## config.mk

```make
export PLATFORM = sky130hd
export DESIGN_NAME = elevator_car_controller
export DESIGN_NICKNAME = d
export VERILOG_FILES = /design/src/rtl/elevator_pkg.sv /design/src/rtl/car_request_scan.sv /design/src/rtl/elevator_car_controller.sv
export SDC_FILE = /design/constraint.sdc
export NUM_CORES = 1
export LEC_CHECK = 0
export BUFFER_PORTS_ARGS = -buffer_cell sky130_fd_sc_hd__buf_2
export CORE_MARGIN = 2
export CORE_UTILIZATION = 40
export CTS_BUF_LIST = sky130_fd_sc_hd__clkbuf_4 sky130_fd_sc_hd__clkbuf_8
export DETAILED_ROUTE_END_ITERATION = 6
export GPL_ROUTABILITY_DRIVEN = 1
export PLACE_DENSITY_LB_ADDON = 0.3
export SYNTH_ARGS = -nofsm -noshare
export SYNTH_HDL_FRONTEND = slang
export SYNTH_SLANG_ARGS = --single-unit
```

## constraint.sdc

```tcl
create_clock -name clk -period 4.4 [get_ports clk]
set_clock_uncertainty 0.05 [all_clocks]
set_input_delay 0.22 -clock clk [delete_from_list [all_inputs] [get_ports clk]]
set_output_delay 0.22 -clock clk [all_outputs]
set_load 0.01 [all_outputs]
```

## src/rtl/elevator_pkg.sv

```systemverilog
// Shared floor/button layout, direction and controller-state types for the elevator cars.
// Also imported by the hall-call allocator.
package elevator_pkg;
   localparam int NUM_FLOORS = 7;
   localparam int BUTTON_W   = 14;
   localparam int UP_BASE    = 0;
   localparam int DOWN_BASE  = 7;
   localparam int FLOOR_W    = 3;

   typedef enum logic [1:0] {
      DIR_IDLE = 2'b00,
      DIR_UP   = 2'b01,
      DIR_DOWN = 2'b10
   } dir_t;

   typedef enum logic [1:0] {
      IDLE,
      MOVE,
      DOOR_OPEN
   } state_t;

   // One-hot floor select; avoids variable indexing with a 3-bit floor into a 7-bit vector.
   function automatic logic [NUM_FLOORS-1:0] floor_mask(input logic [FLOOR_W-1:0] f);
      floor_mask = '0;
      for (int i = 0; i < NUM_FLOORS; i++)
         if (FLOOR_W'(i) == f) floor_mask[i] = 1'b1;
   endfunction
endpackage

```

## src/rtl/car_request_scan.sv

```systemverilog
// Combinational request scan relative to one floor: any request above, below, or at it.
module car_request_scan
   import elevator_pkg::*;
(
   input  logic [BUTTON_W-1:0]   i_floorButton,
   input  logic [NUM_FLOORS-1:0] i_carCall,
   input  logic [FLOOR_W-1:0]    i_floor,
   output logic                  o_anyAbove,
   output logic                  o_anyBelow,
   output logic                  o_reqHere
);
   logic [NUM_FLOORS-1:0] w_req;

   assign w_req = i_carCall | i_floorButton[UP_BASE +: NUM_FLOORS]
                            | i_floorButton[DOWN_BASE +: NUM_FLOORS];

   always_comb begin
      o_anyAbove = 1'b0;
      o_anyBelow = 1'b0;
      o_reqHere  = 1'b0;
      for (int f = 0; f < NUM_FLOORS; f++) begin
         if (FLOOR_W'(f) > i_floor)  o_anyAbove = o_anyAbove | w_req[f];
         if (FLOOR_W'(f) < i_floor)  o_anyBelow = o_anyBelow | w_req[f];
         if (FLOOR_W'(f) == i_floor) o_reqHere  = w_req[f];
      end
   end
endmodule

```

## src/rtl/elevator_car_controller.sv

```systemverilog
// Per-car motion/door controller: travels floor by floor, times the door, drops served calls.
// DOOR_HOLD_EN adds a doorHold input that keeps the door open while asserted.
module elevator_car_controller
   import elevator_pkg::*;
#(
   parameter int TRAVEL_CYCLES = 100,
   parameter int DOOR_CYCLES   = 50,
   parameter int INIT_FLOOR    = 0
)(
   input  logic                  clk,
   input  logic                  reset,
   input  logic [BUTTON_W-1:0]   floorButton,
   input  logic [NUM_FLOORS-1:0] carButton,
`ifdef DOOR_HOLD_EN
   input  logic                  doorHold,
`endif
   output logic [BUTTON_W-1:0]   nextFloorButton,
   output logic [1:0]            direction,
   output logic [FLOOR_W-1:0]    currentFloor,
   output logic                  doorOpen
);
   localparam int MAX_CYC = (TRAVEL_CYCLES > DOOR_CYCLES) ? TRAVEL_CYCLES : DOOR_CYCLES;
   localparam int TW      = $clog2(MAX_CYC);
   localparam logic [TW-1:0]      TRAVEL_LOAD = TW'(TRAVEL_CYCLES - 1);
   localparam logic [TW-1:0]      DOOR_LOAD   = TW'(DOOR_CYCLES - 1);
   localparam logic [FLOOR_W-1:0] TOP_FLOOR   = FLOOR_W'(NUM_FLOORS - 1);

   state_t                r_state;
   dir_t                  r_dir;
   logic [FLOOR_W-1:0]    r_floor;
   logic                  r_door;
   logic [BUTTON_W-1:0]   r_nfb;
   logic [NUM_FLOORS-1:0] r_carCall;
   logic [TW-1:0]         r_timer;

   logic                  w_aboveCur, w_belowCur, w_hereCur;
   logic                  w_aboveNxt, w_belowNxt, w_hereNxt;
   logic [FLOOR_W-1:0]    w_nextFloor;
   logic [NUM_FLOORS-1:0] w_curMask, w_nxtMask, w_ccClr;
   logic                  w_carNxt, w_upNxt, w_downNxt, w_aheadNxt, w_stop, w_hold;
   logic [BUTTON_W-1:0]   w_servedMask;
   dir_t                  w_doorDir;

`ifdef DOOR_HOLD_EN
   assign w_hold = doorHold;
`else
   assign w_hold = 1'b0;
`endif

   // Floor the car would reach on this step; saturates so the floor can never wrap.
   assign w_nextFloor = (r_dir == DIR_DOWN) ? ((r_floor == '0) ? r_floor : r_floor - 3'd1)
                                            : ((r_floor == TOP_FLOOR) ? r_floor : r_floor + 3'd1);
   assign w_curMask = floor_mask(r_floor);
   assign w_nxtMask = floor_mask(w_nextFloor);

   car_request_scan u_scan_cur (
      .i_floorButton (floorButton), .i_carCall (r_carCall), .i_floor (r_floor),
      .o_anyAbove (w_aboveCur), .o_anyBelow (w_belowCur), .o_reqHere (w_hereCur)
   );

   car_request_scan u_scan_nxt (
      .i_floorButton (floorButton), .i_carCall (r_carCall), .i_floor (w_nextFloor),
      .o_anyAbove (w_aboveNxt), .o_anyBelow (w_belowNxt), .o_reqHere (w_hereNxt)
   );

   assign w_carNxt   = |(r_carCall & w_nxtMask);
   assign w_upNxt    = |(floorButton[UP_BASE +: NUM_FLOORS] & w_nxtMask);
   assign w_downNxt  = |(floorButton[DOWN_BASE +: NUM_FLOORS] & w_nxtMask);
   assign w_aheadNxt = (r_dir == DIR_UP) ? w_aboveNxt : w_belowNxt;
   assign w_stop     = w_carNxt | ((r_dir == DIR_UP) ? w_upNxt : w_downNxt) | (!w_aheadNxt & w_hereNxt);

   // Car calls drop on door entry, and presses for this floor are swallowed while open.
   always_comb begin
      w_ccClr = '0;
      if (r_state == DOOR_OPEN || (r_state == IDLE && w_hereCur)) w_ccClr = w_curMask;
      else if (r_state == MOVE && r_timer == '0 && w_stop)      w_ccClr = w_nxtMask;
   end

   always_comb begin
      w_servedMask = '0;
      if (r_state == DOOR_OPEN) begin
         if (r_dir != DIR_DOWN) w_servedMask[UP_BASE +: NUM_FLOORS]   = w_curMask;
         if (r_dir != DIR_UP)   w_servedMask[DOWN_BASE +: NUM_FLOORS] = w_curMask;
      end
   end

   // Departure direction after the door closes: keep going if possible, else reverse.
   always_comb begin
      w_doorDir = DIR_IDLE;
      if (r_dir == DIR_DOWN) begin
         if (w_belowCur)      w_doorDir = DIR_DOWN;
         else if (w_aboveCur) w_doorDir = DIR_UP;
      end else begin
         if (w_aboveCur)      w_doorDir = DIR_UP;
         else if (w_belowCur) w_doorDir = DIR_DOWN;
      end
   end

   always_ff @(posedge clk or posedge reset) begin
      if (reset) begin
         r_state   <= IDLE;
         r_dir     <= DIR_IDLE;
         r_floor   <= FLOOR_W'(INIT_FLOOR);
         r_door    <= 1'b0;
         r_nfb     <= '0;
         r_carCall <= '0;
         r_timer   <= '0;
      end else begin
         r_nfb     <= floorButton & ~w_servedMask;
         r_carCall <= (r_carCall | carButton) & ~w_ccClr;
         case (r_state)
            IDLE: begin
               if (w_hereCur) begin
                  r_state <= DOOR_OPEN;
                  r_door  <= 1'b1;
                  r_dir   <= DIR_IDLE;
                  r_timer <= DOOR_LOAD;
               end else if (w_aboveCur || w_belowCur) begin
                  r_state <= MOVE;
                  r_dir   <= w_aboveCur ? DIR_UP : DIR_DOWN;
                  r_timer <= TRAVEL_LOAD;
               end
            end
            MOVE: begin
               if (r_timer != '0) begin
                  r_timer <= r_timer - TW'(1);
               end else begin
                  r_floor <= w_nextFloor;
                  if (w_stop) begin
                     r_state <= DOOR_OPEN;
                     r_door  <= 1'b1;
                     r_timer <= DOOR_LOAD;
                     if (!w_aheadNxt && (w_upNxt || w_downNxt)) r_dir <= w_downNxt ? DIR_DOWN : DIR_UP;
                  end else begin
                     r_timer <= TRAVEL_LOAD;
                     if (w_nextFloor == TOP_FLOOR) r_dir <= DIR_DOWN;
                     else if (w_nextFloor == '0)   r_dir <= DIR_UP;
                  end
               end
            end
            DOOR_OPEN: begin
               if (w_hold) begin
                  r_timer <= DOOR_LOAD;
               end else if (r_timer != '0) begin
                  r_timer <= r_timer - TW'(1);
               end else begin
                  r_door <= 1'b0;
                  r_dir  <= w_doorDir;
                  if (w_doorDir != DIR_IDLE) begin
                     r_state <= MOVE;
                     r_timer <= TRAVEL_LOAD;
                  end else begin
                     r_state <= IDLE;
                  end
               end
            end
            default: r_state <= IDLE;
         endcase
      end
   end

   assign nextFloorButton = r_nfb;
   assign direction       = r_dir;
   assign currentFloor    = r_floor;
   assign doorOpen        = r_door;
endmodule

```

==> impl_metrics.yaml <==
outcome:
  status: "completed"
cts:
  cts_tree: "built"
  cts_buffers: 5
  clkSlewWorstSetupHoldPaths_ps: 80
  postCtsSetupBuffers: 0
  clk_latency_ps: 290
  cts_sinks: 36
  h-tree-depth: 2
  clock-root-buffer: "clkbuf_8"
  cts.path.max_buffers: 2
sta:
  slew_headroom_pct: 50.45
  fin_crit_sh_pct: 94.73
  drv_slew: 0
  max_freq_mhz: 239.9
  finalSetupViolations: 0
  fin_ws_ps: 232.1
  period_minus_slack_ps: 4168
  tightest_slew_ps: 737.6
  hold_violations: 0
  whs_ps: 124.2
detailed_routing:
  first_pass_iters: 5
  antenna_left: 0
  routed_wl_um: 7992
  drcViolationCount: 0
  vias_per_cell: 6.075
  vias: 2685
  wl_per_cell_um: 18.08
  drtIter0Drc: 278
power_and_ir_drop:
  p_comb_share_pct: 67.4
  peakVddDrop_v: 0.0002501
  power_density_nw_per_um2: 806.6
  p_total_w: 0.002571
  intPower_w: 0.001289
  power_frac_seq_pct: 19.9
  switchingPower_w: 0.001283
  p_leak_nw: 1.348
  switching_share_pct: 49.88
  clock_power_share_pct: 12.7
critical_path:
  rr_startpoint: "currentFloor[0]"
  max_stage_delay_ps: 540
  end_kind: "flop"
  slowest_stage: "dfrtp_1"
  path_class: "reg2reg"
  cp.arrival_ps: 4290
  cp-startpoint: "currentFloor[0]"
  crit_required_ps: 4520
  path_max_fanout: 12
  crit_chain: "inv_1 -> ha_1 -> nand2_2 -> mux2i_4 -> xnor2_4 -> nor2_1 -> a22o_1 -> or3_4 -> mux2_4 -> o221ai_1 -> nand4bb_1 -> mux2_1"
  start_kind: "flop"
placement:
  portBuffers: 42
  dp.cells: 433
  placed_area_um2: 3027
  dp_slack_ps: 290.5
  gp_congestion: 0.8920
  place_hpwl_um: 5994
logic_synthesis:
  synthTopCellsByArea: "dfrtp_1 (33%), ha_1 (5.0%), nand2_1 (4.8%), a21oi_1 (3.6%), o21ai_0 (3.6%)"
  syn-num-nets: 351
  yosysSeqAreaShare_pct: 32.70
  synthArstFlopShare_pct: 100.0
  synth_top_area_cell: "dfrtp_1"
  netlist.area_leader.share_pct: 32.70
  yosys.cell_count.top_type: "dfrtp_1"
  ys_types: 65
  synth_area_um2: 2755
  synth_commonest_cells: "dfrtp_1 (36), nand2_1 (35), nor2_1 (24)"
  synth_cells: 317
  synth_ff_type: "dfrtp_1"
  synth_edf_count: 0
  yosys_warnings: 0
  syn_area_per_cell_um2: 8.691
  ys_seq_elements: 36
min_path:
  worstHoldPathType: "in2reg"
  min_from: "floorButton[1]"
finish:
  fin_area_um2: 3188
  syn_to_final_growth_pct: 15.71
  insertedDiodeCount: 0
  layout-drive-gt1-share_pct: 21.27
  nets: 395
  stdcell_count: 442
  fillers: 659
floorplan:
  fp.coreArea_um2: 6719
  dieArea_um2: 7568
  start_util_pct: 41.01
  ios: 43
  die_h_um: 87.00
  num_rows: 30
  dieWidth_um: 87.00
grt:
  grtUsageTotal_pct: 21.38
  grt_antenna_before_repair: 0
  grt_max_degree: 37
  grt_pass1_wl_um: 12620
  grt_pass1_vias: 2476
  grt_overflow_total: 0
flow_run:
  cap_violations: 0
==> cells in the final DEF (no fill, tap or decap), types with 8 or more instances in the layout <==
cell type and count:
a21oi_1 20, nand3_1 8, o22ai_1 11, nand2_1 35, nor3_1 14, o21a_1 13, dfrtp_1 36, ha_1 11
inv_1 10, buf_2 42, a31oi_1 10, nor2_1 23, o21ai_0 20
==> sequential cells by signal (all words and copies together), names as in the netlist <==
register and cells:
direction 2, r_carCall 7, doorOpen 1, r_state 2, currentFloor 3, r_timer 7, nextFloorButton 14
==> power by group through the flow <==
stage / clock network [W] / logic (W) / registers [W]
global placement: 0 / 0.00167 / 0.000509
CTS: 0.000337 / 0.00168 / 0.000508
floorplan: 0 / 0.00133 / 0.000506
detailed placement: 0 / 0.00168 / 0.000513
finish: 0.000328 / 0.00173 / 0.000511
global route: 0.000347 / 0.00189 / 0.000524
==> critical path, delay by kind of cell, from the launching register on <==
kind / cells / cell delay, ps
mux: 3 / 1030
simple gates: 4 / 930
buf+inv: 1 / 360
fa+ha+maj: 1 / 390
compound gates: 2 / 480
flops: 1 / 540
xor+xnor: 1 / 250
==> path summary, 6_finish.rpt <==
check	slack (ps)	to	cells past startpoint
max	230	direction[0]	12
min in group asynchronous	520	r_timer[1]	4
max in group asynchronous	3440	currentFloor[1]	4
min reg2reg	470	r_timer[3]	1
min	120	nextFloorButton[1]	2
max reg2reg	230	direction[0]	12
==> logic make-up after synthesis <==
| logic type | synth area share (%) |
|---|---|
| adders and majority gates | 4.995 |
| muxes | 5.631 |
| xor gates and xnor gates | 1.817 |
| DFF | 32.70 |
| buffers and inverters | 4.677 |
| AOI/OAI and AO/OA | 29.11 |
| and+or+nand+nor | 21.07 |
==> through the flow <==
step	TNS (ps)	util, %
after floorplan	0	-
after global placement	0	45.05
after detailed placement	0	45.05
after CTS	0	47.08
after global routing	-3.975	47.45
final	0	47.45
==> layout make-up <==
type,count,area (µm²),share of cell area [%]
Tap cell,80,100.1,3.140
Timing Repair Buffer,50,272.8,8.556
Inverter,10,37.54,1.177
Clock inverter,1,30.03,0.9419
Multi-Input combinational cell,258,1750,54.91
Sequential cell,36,900.9,28.26
Clock buffer,7,96.34,3.022
==> per-layer routing <==
| layer | track usage, % | share of wire [%] | vias up |
|---|---|---|---|
| li1 | - | - | 1280 |
| met1 | 29.13 | 44 | 1264 |
| met2 | 33.87 | 46 | 122 |
| met3 | 4.834 | 7.9 | 19 |
| met4 | 6.250 | 2.1 | 0 |
| met5 | 0 | 0 | - |
==> timing repair <==
item                       4_1_cts  5_1_grt
setup endpoints to repair        0       10
hold buffers                     1        0
hold endpoints to repair        25        0
gates resized for setup          0        3
Note: power is estimated with default switching activity, not from simulation.
